===== src/rtl/cu_pkg.sv =====
// Shared encodings for the control sequencer: state enum, opcodes,
// FunSel / ALU / mux encodings, register-select helpers and the
// control bundle struct passed from the decoder to the top.
package cu_pkg;

  typedef enum logic [2:0] {
    ST_INIT    = 3'd0,
    ST_FETCH_L = 3'd1,
    ST_FETCH_H = 3'd2,
    ST_EXEC    = 3'd3,
    ST_HALT    = 3'd4
  } state_t;

  localparam logic [5:0] OP_BRA = 6'h00;
  localparam logic [5:0] OP_LDI = 6'h01;
  localparam logic [5:0] OP_LD  = 6'h02;
  localparam logic [5:0] OP_ST  = 6'h03;
  localparam logic [5:0] OP_MOV = 6'h04;
  localparam logic [5:0] OP_ADD = 6'h05;
  localparam logic [5:0] OP_SUB = 6'h06;
  localparam logic [5:0] OP_AND = 6'h07;
  localparam logic [5:0] OP_ORR = 6'h08;
  localparam logic [5:0] OP_XOR = 6'h09;
  localparam logic [5:0] OP_INC = 6'h0A;
  localparam logic [5:0] OP_DEC = 6'h0B;
  localparam logic [5:0] OP_HLT = 6'h0C;

  localparam logic [2:0] FS_DEC  = 3'b000;
  localparam logic [2:0] FS_INC  = 3'b001;
  localparam logic [2:0] FS_LOAD = 3'b010;
  localparam logic [2:0] FS_CLR  = 3'b011;

  localparam logic [4:0] ALU_PASSA = 5'b10000;
  localparam logic [4:0] ALU_ADD   = 5'b10100;
  localparam logic [4:0] ALU_SUB   = 5'b10110;
  localparam logic [4:0] ALU_AND   = 5'b10111;
  localparam logic [4:0] ALU_ORR   = 5'b11000;
  localparam logic [4:0] ALU_XOR   = 5'b11001;

  localparam logic [1:0] MUX_ALU  = 2'b00;
  localparam logic [1:0] MUX_OUTC = 2'b01;
  localparam logic [1:0] MUX_MEM  = 2'b10;
  localparam logic [1:0] MUX_IMM  = 2'b11;

  localparam logic [1:0] OCD_PC = 2'b00;
  localparam logic [1:0] OCD_AR = 2'b10;
  localparam logic [1:0] OCD_SP = 2'b11;

  localparam logic [2:0] ARF_PC  = 3'b100;
  localparam logic [2:0] ARF_ALL = 3'b111;
  localparam logic [3:0] RF_ALL  = 4'b1111;

  typedef struct packed {
    logic [2:0] rf_out_a_sel;
    logic [2:0] rf_out_b_sel;
    logic [2:0] rf_fun_sel;
    logic [3:0] rf_reg_sel;
    logic [3:0] rf_scr_sel;
    logic [4:0] alu_fun_sel;
    logic       alu_wf;
    logic [1:0] arf_out_c_sel;
    logic [1:0] arf_out_d_sel;
    logic [2:0] arf_fun_sel;
    logic [2:0] arf_reg_sel;
    logic       ir_lh;
    logic       ir_write;
    logic       mem_wr;
    logic       mem_cs;
    logic [1:0] mux_a_sel;
    logic [1:0] mux_b_sel;
    logic       mux_c_sel;
  } ctl_t;

  // Idle bundle: nothing enabled, memory deselected, FunSel LOAD.
  function automatic ctl_t ctl_default();
    ctl_t c;
    c             = '0;
    c.rf_fun_sel  = FS_LOAD;
    c.arf_fun_sel = FS_LOAD;
    c.mem_cs      = 1'b1;
    return c;
  endfunction

  // Type-2 register fields: 1..3 name R1..R3, 0 wraps to R4.
  // Fields with bit 2 set are rejected by the decoder before this is used.
  function automatic logic [1:0] reg_idx(input logic [2:0] f);
    return f[1:0] - 2'd1;
  endfunction

  // RegSel is {R1,R2,R3,R4}, so index 0 (R1) is the MSB.
  function automatic logic [3:0] rf_onehot(input logic [1:0] idx);
    return 4'b1000 >> idx;
  endfunction

endpackage


===== src/rtl/cu_decoder.sv =====
// Combinational EXEC-state decoder.
//   ir      : instruction register contents
//   ctl     : control bundle to drive in EXEC
//   illegal : unknown opcode or bad register field (bundle is then idle)
//   halt    : HLT decoded
module cu_decoder
  import cu_pkg::*;
(
  input  logic [15:0] ir,
  output ctl_t        ctl,
  output logic        illegal,
  output logic        halt
);

  logic [5:0] op;
  logic [1:0] rsel;
  logic [2:0] dst, src1, src2;

  assign op   = ir[15:10];
  assign rsel = ir[9:8];
  assign dst  = ir[8:6];
  assign src1 = ir[5:3];
  assign src2 = ir[2:0];

  always_comb begin
    ctl     = ctl_default();
    illegal = 1'b0;
    halt    = 1'b0;
    case (op)
      OP_BRA: begin
        ctl.arf_reg_sel = ARF_PC;
        ctl.arf_fun_sel = FS_LOAD;
        ctl.mux_b_sel   = MUX_IMM;
      end
      OP_LDI: begin
        ctl.rf_reg_sel = rf_onehot(rsel);
        ctl.mux_a_sel  = MUX_IMM;
      end
      OP_LD: begin
        ctl.rf_reg_sel    = rf_onehot(rsel);
        ctl.arf_out_d_sel = OCD_AR;
        ctl.mem_cs        = 1'b0;
        ctl.mux_a_sel     = MUX_MEM;
      end
      OP_ST: begin
        ctl.rf_out_a_sel  = {1'b0, rsel};
        ctl.alu_fun_sel   = ALU_PASSA;
        ctl.mux_c_sel     = 1'b0;
        ctl.arf_out_d_sel = OCD_AR;
        ctl.mem_wr        = 1'b1;
        ctl.mem_cs        = 1'b0;
      end
      OP_MOV: begin
        illegal          = dst[2] | src1[2];
        ctl.rf_out_a_sel = {1'b0, reg_idx(src1)};
        ctl.alu_fun_sel  = ALU_PASSA;
        ctl.mux_a_sel    = MUX_ALU;
        ctl.rf_reg_sel   = rf_onehot(reg_idx(dst));
      end
      OP_ADD, OP_SUB, OP_AND, OP_ORR, OP_XOR: begin
        illegal          = dst[2] | src1[2] | src2[2];
        ctl.rf_out_a_sel = {1'b0, reg_idx(src1)};
        ctl.rf_out_b_sel = {1'b0, reg_idx(src2)};
        ctl.alu_wf       = 1'b1;
        ctl.mux_a_sel    = MUX_ALU;
        ctl.rf_reg_sel   = rf_onehot(reg_idx(dst));
        case (op)
          OP_ADD:  ctl.alu_fun_sel = ALU_ADD;
          OP_SUB:  ctl.alu_fun_sel = ALU_SUB;
          OP_AND:  ctl.alu_fun_sel = ALU_AND;
          OP_ORR:  ctl.alu_fun_sel = ALU_ORR;
          default: ctl.alu_fun_sel = ALU_XOR;
        endcase
      end
      OP_INC: begin
        ctl.rf_reg_sel = rf_onehot(rsel);
        ctl.rf_fun_sel = FS_INC;
      end
      OP_DEC: begin
        ctl.rf_reg_sel = rf_onehot(rsel);
        ctl.rf_fun_sel = FS_DEC;
      end
      OP_HLT:  halt    = 1'b1;
      default: illegal = 1'b1;
    endcase
    // An illegal instruction must not leave any partial enables behind.
    if (illegal) ctl = ctl_default();
  end

endmodule


===== src/rtl/control_unit.sv =====
// Hardwired control sequencer: INIT -> (FETCH_L -> FETCH_H -> EXEC)* -> HALT.
// Outputs are combinational from state (and IROut in EXEC); holding Reset
// low forces idle outputs immediately, independent of the clock.
//   Clock, Reset (async, active-low), IROut (instruction register)
//   RF_* / ALU_* / ARF_* / IR_* / Mem_* / Mux*Sel : datapath controls
//   Halted : HLT executed;  T_State : current state for debug
module control_unit
  import cu_pkg::*;
(
  input  logic        Clock,
  input  logic        Reset,
  input  logic [15:0] IROut,
  output logic [2:0]  RF_OutASel,
  output logic [2:0]  RF_OutBSel,
  output logic [2:0]  RF_FunSel,
  output logic [3:0]  RF_RegSel,
  output logic [3:0]  RF_ScrSel,
  output logic [4:0]  ALU_FunSel,
  output logic        ALU_WF,
  output logic [1:0]  ARF_OutCSel,
  output logic [1:0]  ARF_OutDSel,
  output logic [2:0]  ARF_FunSel,
  output logic [2:0]  ARF_RegSel,
  output logic        IR_LH,
  output logic        IR_Write,
  output logic        Mem_WR,
  output logic        Mem_CS,
  output logic [1:0]  MuxASel,
  output logic [1:0]  MuxBSel,
  output logic        MuxCSel,
  output logic        Halted,
  output logic [2:0]  T_State
);

  state_t state, state_nxt;
  ctl_t   dec_ctl, ctl;
  logic   dec_illegal, dec_halt;

  cu_decoder u_dec (
    .ir      (IROut),
    .ctl     (dec_ctl),
    .illegal (dec_illegal),
    .halt    (dec_halt)
  );

  always_ff @(posedge Clock or negedge Reset) begin
    if (!Reset) state <= ST_INIT;
    else        state <= state_nxt;
  end

  always_comb begin
    ctl       = ctl_default();
    state_nxt = state;
    Halted    = 1'b0;
    if (Reset) begin
      case (state)
        ST_INIT: begin
          ctl.rf_reg_sel  = RF_ALL;
          ctl.rf_scr_sel  = RF_ALL;
          ctl.arf_reg_sel = ARF_ALL;
          ctl.rf_fun_sel  = FS_CLR;
          ctl.arf_fun_sel = FS_CLR;
          state_nxt       = ST_FETCH_L;
        end
        ST_FETCH_L, ST_FETCH_H: begin
          ctl.arf_out_d_sel = OCD_PC;
          ctl.mem_cs        = 1'b0;
          ctl.ir_write      = 1'b1;
          ctl.ir_lh         = (state == ST_FETCH_H);
          ctl.arf_reg_sel   = ARF_PC;
          ctl.arf_fun_sel   = FS_INC;
          state_nxt         = (state == ST_FETCH_L) ? ST_FETCH_H : ST_EXEC;
        end
        ST_EXEC: begin
          ctl       = dec_ctl;
          state_nxt = (dec_halt && !dec_illegal) ? ST_HALT : ST_FETCH_L;
        end
        ST_HALT: Halted = 1'b1;
        default: state_nxt = ST_INIT;
      endcase
    end
  end

  assign RF_OutASel  = ctl.rf_out_a_sel;
  assign RF_OutBSel  = ctl.rf_out_b_sel;
  assign RF_FunSel   = ctl.rf_fun_sel;
  assign RF_RegSel   = ctl.rf_reg_sel;
  assign RF_ScrSel   = ctl.rf_scr_sel;
  assign ALU_FunSel  = ctl.alu_fun_sel;
  assign ALU_WF      = ctl.alu_wf;
  assign ARF_OutCSel = ctl.arf_out_c_sel;
  assign ARF_OutDSel = ctl.arf_out_d_sel;
  assign ARF_FunSel  = ctl.arf_fun_sel;
  assign ARF_RegSel  = ctl.arf_reg_sel;
  assign IR_LH       = ctl.ir_lh;
  assign IR_Write    = ctl.ir_write;
  assign Mem_WR      = ctl.mem_wr;
  assign Mem_CS      = ctl.mem_cs;
  assign MuxASel     = ctl.mux_a_sel;
  assign MuxBSel     = ctl.mux_b_sel;
  assign MuxCSel     = ctl.mux_c_sel;
  assign T_State     = state;

endmodule


===== config.mk =====
export PLATFORM = sky130hd
export DESIGN_NAME = control_unit
export DESIGN_NICKNAME = d
export VERILOG_FILES = /design/src/rtl/cu_pkg.sv /design/src/rtl/cu_decoder.sv /design/src/rtl/control_unit.sv
export SDC_FILE = /design/constraint.sdc
export NUM_CORES = 1
export LEC_CHECK = 0
export CAP_MARGIN = 20
export CORE_UTILIZATION = 34
export DETAILED_ROUTE_END_ITERATION = 10
export GPL_ROUTABILITY_DRIVEN = 0
export MAX_ROUTING_LAYER = met4
export PLACE_DENSITY = 0.81
export RECOVER_POWER = 100
export SYNTH_ARGS = -nofsm -noshare
export SYNTH_HDL_FRONTEND = slang
export SYNTH_SLANG_ARGS = --single-unit
export TNS_END_PERCENT = 100

===== constraint.sdc =====
create_clock -name Clock -period 2.2 [get_ports Clock]
set_input_delay 0.44 -clock Clock [delete_from_list [all_inputs] [get_ports Clock]]
set_output_delay 0.44 -clock Clock [all_outputs]
set_load 0.03 [all_outputs]

# [Word-level counts from Yosys, hierarchy flattened]
# Index checks and enable logic that the tools add are counted.
[word_totals] register_bits=3 inputBits=18 out_inout_bits=46 elab_cells=68
[op_classes] n_eq_ne=16 n_reduce_logical=12 add_sub_neg=3 shift=2 n_mux=31 n_bitwise=3
[ops] cell="42-bit two-way mux" n=1
[ops] cell="41-bit two-way mux" n=1
[ops] cell="6-bit by 4-bit equality test with 1-bit output, second input constant" n=5
[ops] cell="6-bit by 3-bit equality test with 1-bit output, second input constant" n=4
[ops] cell="11-bit one-hot mux with 2 select lines" n=1
[ops] cell="6-bit one-hot mux with 3 select lines" n=1
[ops] cell="2-bit one-hot mux with 2 select lines" n=4
[ops] cell="4-bit one-hot mux with 4 select lines" n=1
[ops] cell="6-bit by 2-bit equality test with 1-bit output, second input constant" n=2
[ops] cell="3-bit one-hot mux with 4 select lines" n=1
[ops] cell="5-bit one-hot mux with 2 select lines" n=1
[ops] cell="1-bit two-way mux" n=8
[ops] cell="2-bit two-way mux" n=4
[ops] cell="8-bit two-way mux" n=1
[ops] cell="4-bit one-hot mux with 2 select lines" n=1
[ops] cell="4-bit by 2-bit >> shifter with 4-bit output, first input constant" n=2
[ops] cell="7-bit OR reduction" n=1
[ops] cell="3-bit by 2-bit equality test with 1-bit output, second input constant" n=2
[ops] cell="6-bit by 1-bit equality test with 1-bit output, second input constant" n=1
[ops] cell="6-bit logical NOT" n=1
[ops] cell="3-bit two-way mux" n=2
[ops] cell="6-bit two-way mux" n=1
[ops] cell="2-bit OR reduction" n=3
[ops] cell="6-bit OR reduction" n=1
[ops] cell="other kinds (14)" n=17

# [Logic depth before layout (Yosys ltp)]
[depth] ltp_word=7 depth_mapped=7 ltp_nobuf=5

# [Modules after synthesis]
# From an unflattened synthesis, not the netlist that was laid out.
[unflattened] hier_cells=184 area_unflattened_um2=1249.9
[by_module_without_submodules] module="control_unit" n_inst=1 cells_each=89 area_per_inst_um2=634.4 seq_area_each_um2=75.1
[by_module_without_submodules] module="cu_decoder" n_inst=1 cells_each=95 area_per_inst_um2=615.6 seq_area_each_um2=0.0

# [Least setup slack after synthesis]
# No wires, ideal clock.
[synth_timing] path_type="input-to-output" startpoint="input port IROut[15]" endpoint="output port RF_RegSel[2]" arrival_time_ns=2.267 path_stages=5 setup_slack_ns=-0.507 required_ns=1.760 path_buffers=1 path_cell_list="or2_0 buf_6 nor3_2 mux2_2 o31ai_1"
[synth_via] elab_chain_cells=6 elab_cells_between_ends=22
[synth_lines] element="from (decl)" line="control_unit.sv:12" source="input logic [15:0] IROut,"
[synth_lines] element="6-bit by 4-bit equality test with 1-bit output (tied with other cells)" line="cu_decoder.sv:29" source="case (op)"
[synth_lines] element="7-bit OR reduction (no source line) (tied with other cells)"
[synth_lines] element="1-bit one-hot mux with 3 select lines or 4-bit one-hot mux with 2 select lines (tied branches)" line="cu_decoder.sv:29"
[synth_lines] element="41-bit two-way mux *" line="cu_decoder.sv:87" source="if (illegal) ctl = ctl_default();"
[synth_lines] element="11-bit one-hot mux with 2 select lines *" line="control_unit.sv:56" source="case (state)"
[synth_lines] element="42-bit two-way mux *" line="control_unit.sv:55" source="if (Reset) begin"
[synth_lines] element="to (decl)" line="control_unit.sv:16" source="output logic [3:0] RF_RegSel,"
# Mark *: on every way between the ends. The rest lies on a longest branch, timed or not.

# [Worst setup path in the final report]
[layout_timing] startpoint="register state[2] (netlist: T_State[2])" endpoint="output port ALU_FunSel[3]"
[layout_via] elab_chain_cells=3
[layout_lines] element="from (decl)" line="control_unit.sv:35" source="state_t state, state_nxt;"
[layout_lines] element="from (signal assigned)" line="control_unit.sv:48" source="else state <= state_nxt;"
[layout_lines] element="3-bit by 2-bit equality test with 1-bit output" line="control_unit.sv:56"
[layout_lines] element="8-bit two-way mux" line="control_unit.sv:56"
[layout_lines] element="42-bit two-way mux" line="control_unit.sv:55"
[layout_lines] element="to (decl)" line="control_unit.sv:18" source="output logic [4:0] ALU_FunSel,"
# Every way passes these cells.

==> reports/qor.yml <==
pwr:
  power_density_mw_per_mm2: 617
  power.total_mw: 1.12
  ir_worst_vdd_uv: 617
  power.leakage_nw: 0.818
clock_tree:
  htree_num_levels: 1
  cts_tree: "built"
  cts-hold-fix-buffers: 0
  cts.sinks: 3
  insertion_delay_ps: 250
  numCtsBuffers: 3
  cts_root_buf: "clkbuf_4"
  cts_max_path_buffers: 2
  path_clk_slew_ps: 40
finish:
  multi_input_area_um2: 812
  layout-drive-gt1-share: 0.580
  register_area_um2: 77.6
  areaGrowthSynthToFinish_pct: 114
  n_fill_cell: 155
  final_nets: 231
  final_area_mm2: 0.00181
  diodes: 0
  largest_reg_flops: 3
  finalNonFillerCells: 240
timing:
  max_freq_ghz: 0.414
  fin_crit_sh: 1.10
  period_needed_ps: 2420
  fin_skew_ps: 6.00
  drv_slew: 0
  setup_viol: 16
  rsz0062_at_grt: "true"
  final_hold_viol_count: 0
  setup_ws_ps: -216
  tns_ps: -1890
worst_setup_path:
  rrSetupSlack_ps: 930
  reg2reg_from: "T_State[2]"
  r2r-end: "T_State[2]"
  crit_arrival_ps: 1980
  critical_path_class: "reg -> out"
  slowest_stage: "dfrtp_2"
  reg2reg_depth: 3
  critPathMaxStageDelay_ps: 390
  start_kind: "register"
  cp_top_family: "simple AND/OR/NAND/NOR gates"
  cp_num_buf_inv: 2
  crit_fanout: 6
  critical_path_required_ps: 1760
  end_kind: "output pin"
  worstSetupStartpoint: "T_State[2]"
  cp_cell_sequence: "nand4b_1 > nor2_4 > nand2_4 > or3_4 > buf_8 > a21oi_2 > buf_6"
placement:
  place_inst: 229
  place.detailed.hpwl_um: 2560
  port_buffers: 55
  placed_cell_area_mm2: 0.00159
  pre_cts_ws_ps: -698
routing:
  drtPass1Iterations: 4
  dr_total_vias: 1278
  post_drt_wl_per_cell_um: 16.0
  viasPerCell: 5.33
  drtIter0Drc: 17
  drt_wl_total_um: 3850
  drtAntennaViolNets: 0
  drc: 0
global_routing:
  grt_pass1_vias: 1160
  grt_max_degree: 12
  overflow: 0
  grtUsageTotal: 0.272
  antenna_found_initial: 0
  grt_pass1_wl_um: 5320
floorplan:
  die_w_um: 51.9
  core_mm2: 0.00228
  start_util: 0.372
  die_h_um: 51.9
  io_pins: 64
  core.rowCount: 17
  die_area_mm2: 0.00269
yosys:
  yosysUniqueCellTypes: 39
  netlist_instances: 124
  synth-seq-area-share: 0.0888
  postSynthAreaPerCell_um2: 6.82
  yosys_warnings: 0
  synth_area_um2: 846
  ys_ff_latch: 3
status:
  violations: "negative setup slack"
  status: "complete, but fails checks"
flow_run:
  maxCapViolCount: 0
min_path:
  hp-class: "in -> async"
[worst max-delay path by stage]
stage,endpoint,cells after the start
after detailed placement,RF_RegSel[3],7
after global routing,ALU_FunSel[3],7
final,ALU_FunSel[3],7
after floorplan,ALU_FunSel[2],7
after CTS,ALU_FunSel[0],7
after global placement,ALU_FunSel[4],6
[Yosys cell counts]
cell / n / share of area
nor4_4: 1 / 0.025
or3_1: 2 / 0.015
or2_2: 1 / 0.0074
nand3_1: 4 / 0.024
buf_4: 15 / 0.13
a22o_1: 1 / 0.010
buf_6: 3 / 0.040
dfrtp_1: 3 / 0.089
mux2i_1: 2 / 0.024
and4_1: 1 / 0.010
buf_2: 1 / 0.0059
nor3_1: 3 / 0.018
o21ai_0: 4 / 0.024
nand2b_4: 1 / 0.016
o211ai_1: 1 / 0.0089
nand2b_1: 4 / 0.030
a21oi_1: 10 / 0.059
a31oi_1: 1 / 0.0074
a211o_1: 1 / 0.010
nand4b_1: 1 / 0.010
a211oi_1: 2 / 0.018
mux2_2: 3 / 0.040
o221ai_1: 1 / 0.010
clkbuf_1: 3 / 0.013
nor3_2: 1 / 0.012
nand2_1: 7 / 0.031
o31ai_1: 5 / 0.044
or2_0: 1 / 0.0074
nor2_1: 16 / 0.071
xnor2_1: 2 / 0.021
nor3b_1: 1 / 0.0089
inv_1: 7 / 0.031
o22a_1: 2 / 0.021
xor2_1: 3 / 0.031
nor2_2: 1 / 0.0074
a2bb2oi_1: 1 / 0.010
nor2b_1: 5 / 0.037
conb_1: 1 / 0.0044
o22ai_1: 2 / 0.015
[stage by stage]
stage	util	hold WS [ps]
after floorplan	-	144
final	0.795	256
after global placement	0.699	585
after CTS	0.761	246
after detailed placement	0.699	615
after global routing	0.795	268
[metal layers]
metal | part of all wire | track usage | up-vias | wire length (µm)
met5 | 0 | - | - | 0
li1 | - | - | 587 | -
met2 | 0.54 | 0.524 | 56 | 2080
met3 | 0.051 | 0.0175 | 8 | 197
met4 | 0.022 | 0.0946 | 0 | 85
met1 | 0.38 | 0.287 | 627 | 1480
[report_power, final]
| group | switching, mW | internal [mW] | total, mW |
|---|---|---|---|
| clock | 0.0348 | 0.0683 | 0.103 |
| sequential | 0.0206 | 0.0761 | 0.0967 |
| combinational | 0.545 | 0.373 | 0.917 |
| total | 0.600 | 0.517 | 1.12 |
[cells by family after synthesis]
family / share of synthesized area
mux: 0.0636
xor+xnor: 0.0518
compound gates: 0.238
flops: 0.0888
other cells: 0.00443
simple gates: 0.330
buf+inv: 0.223
[layout by cell type, fill, tap and decap left out, types with 5 or more instances in the layout]
cell	n
nor2_1	9
buf_6	18
dlygate4sd2_1	5
inv_1	7
a21oi_1	7
clkdlybuf4s50_1	7
buf_4	54
clkbuf_1	5
conb_1	8
[cell type report]
cell class	count	share of cell area
flip-flops and latches	3	0.0429
repair buffers	99	0.460
well taps	28	0.0194
clock buffers	4	0.0145
multi-input cells	99	0.449
inverters	7	0.0145
[worst reg2reg max path: stages (launching register included)]
cell	delay, ps
dfrtp_2	390
nand4b_1	290
buf_4	220
o31ai_1	260
[timing repair]
item,CTS,global route
pin swaps,14,11
buffers inserted,4,3
endpoints found under the setup margin,31,24
gates resized for setup,58,32
hold endpoints to repair,0,0
cloned,0,0
(Power assumes the default switching activity.)
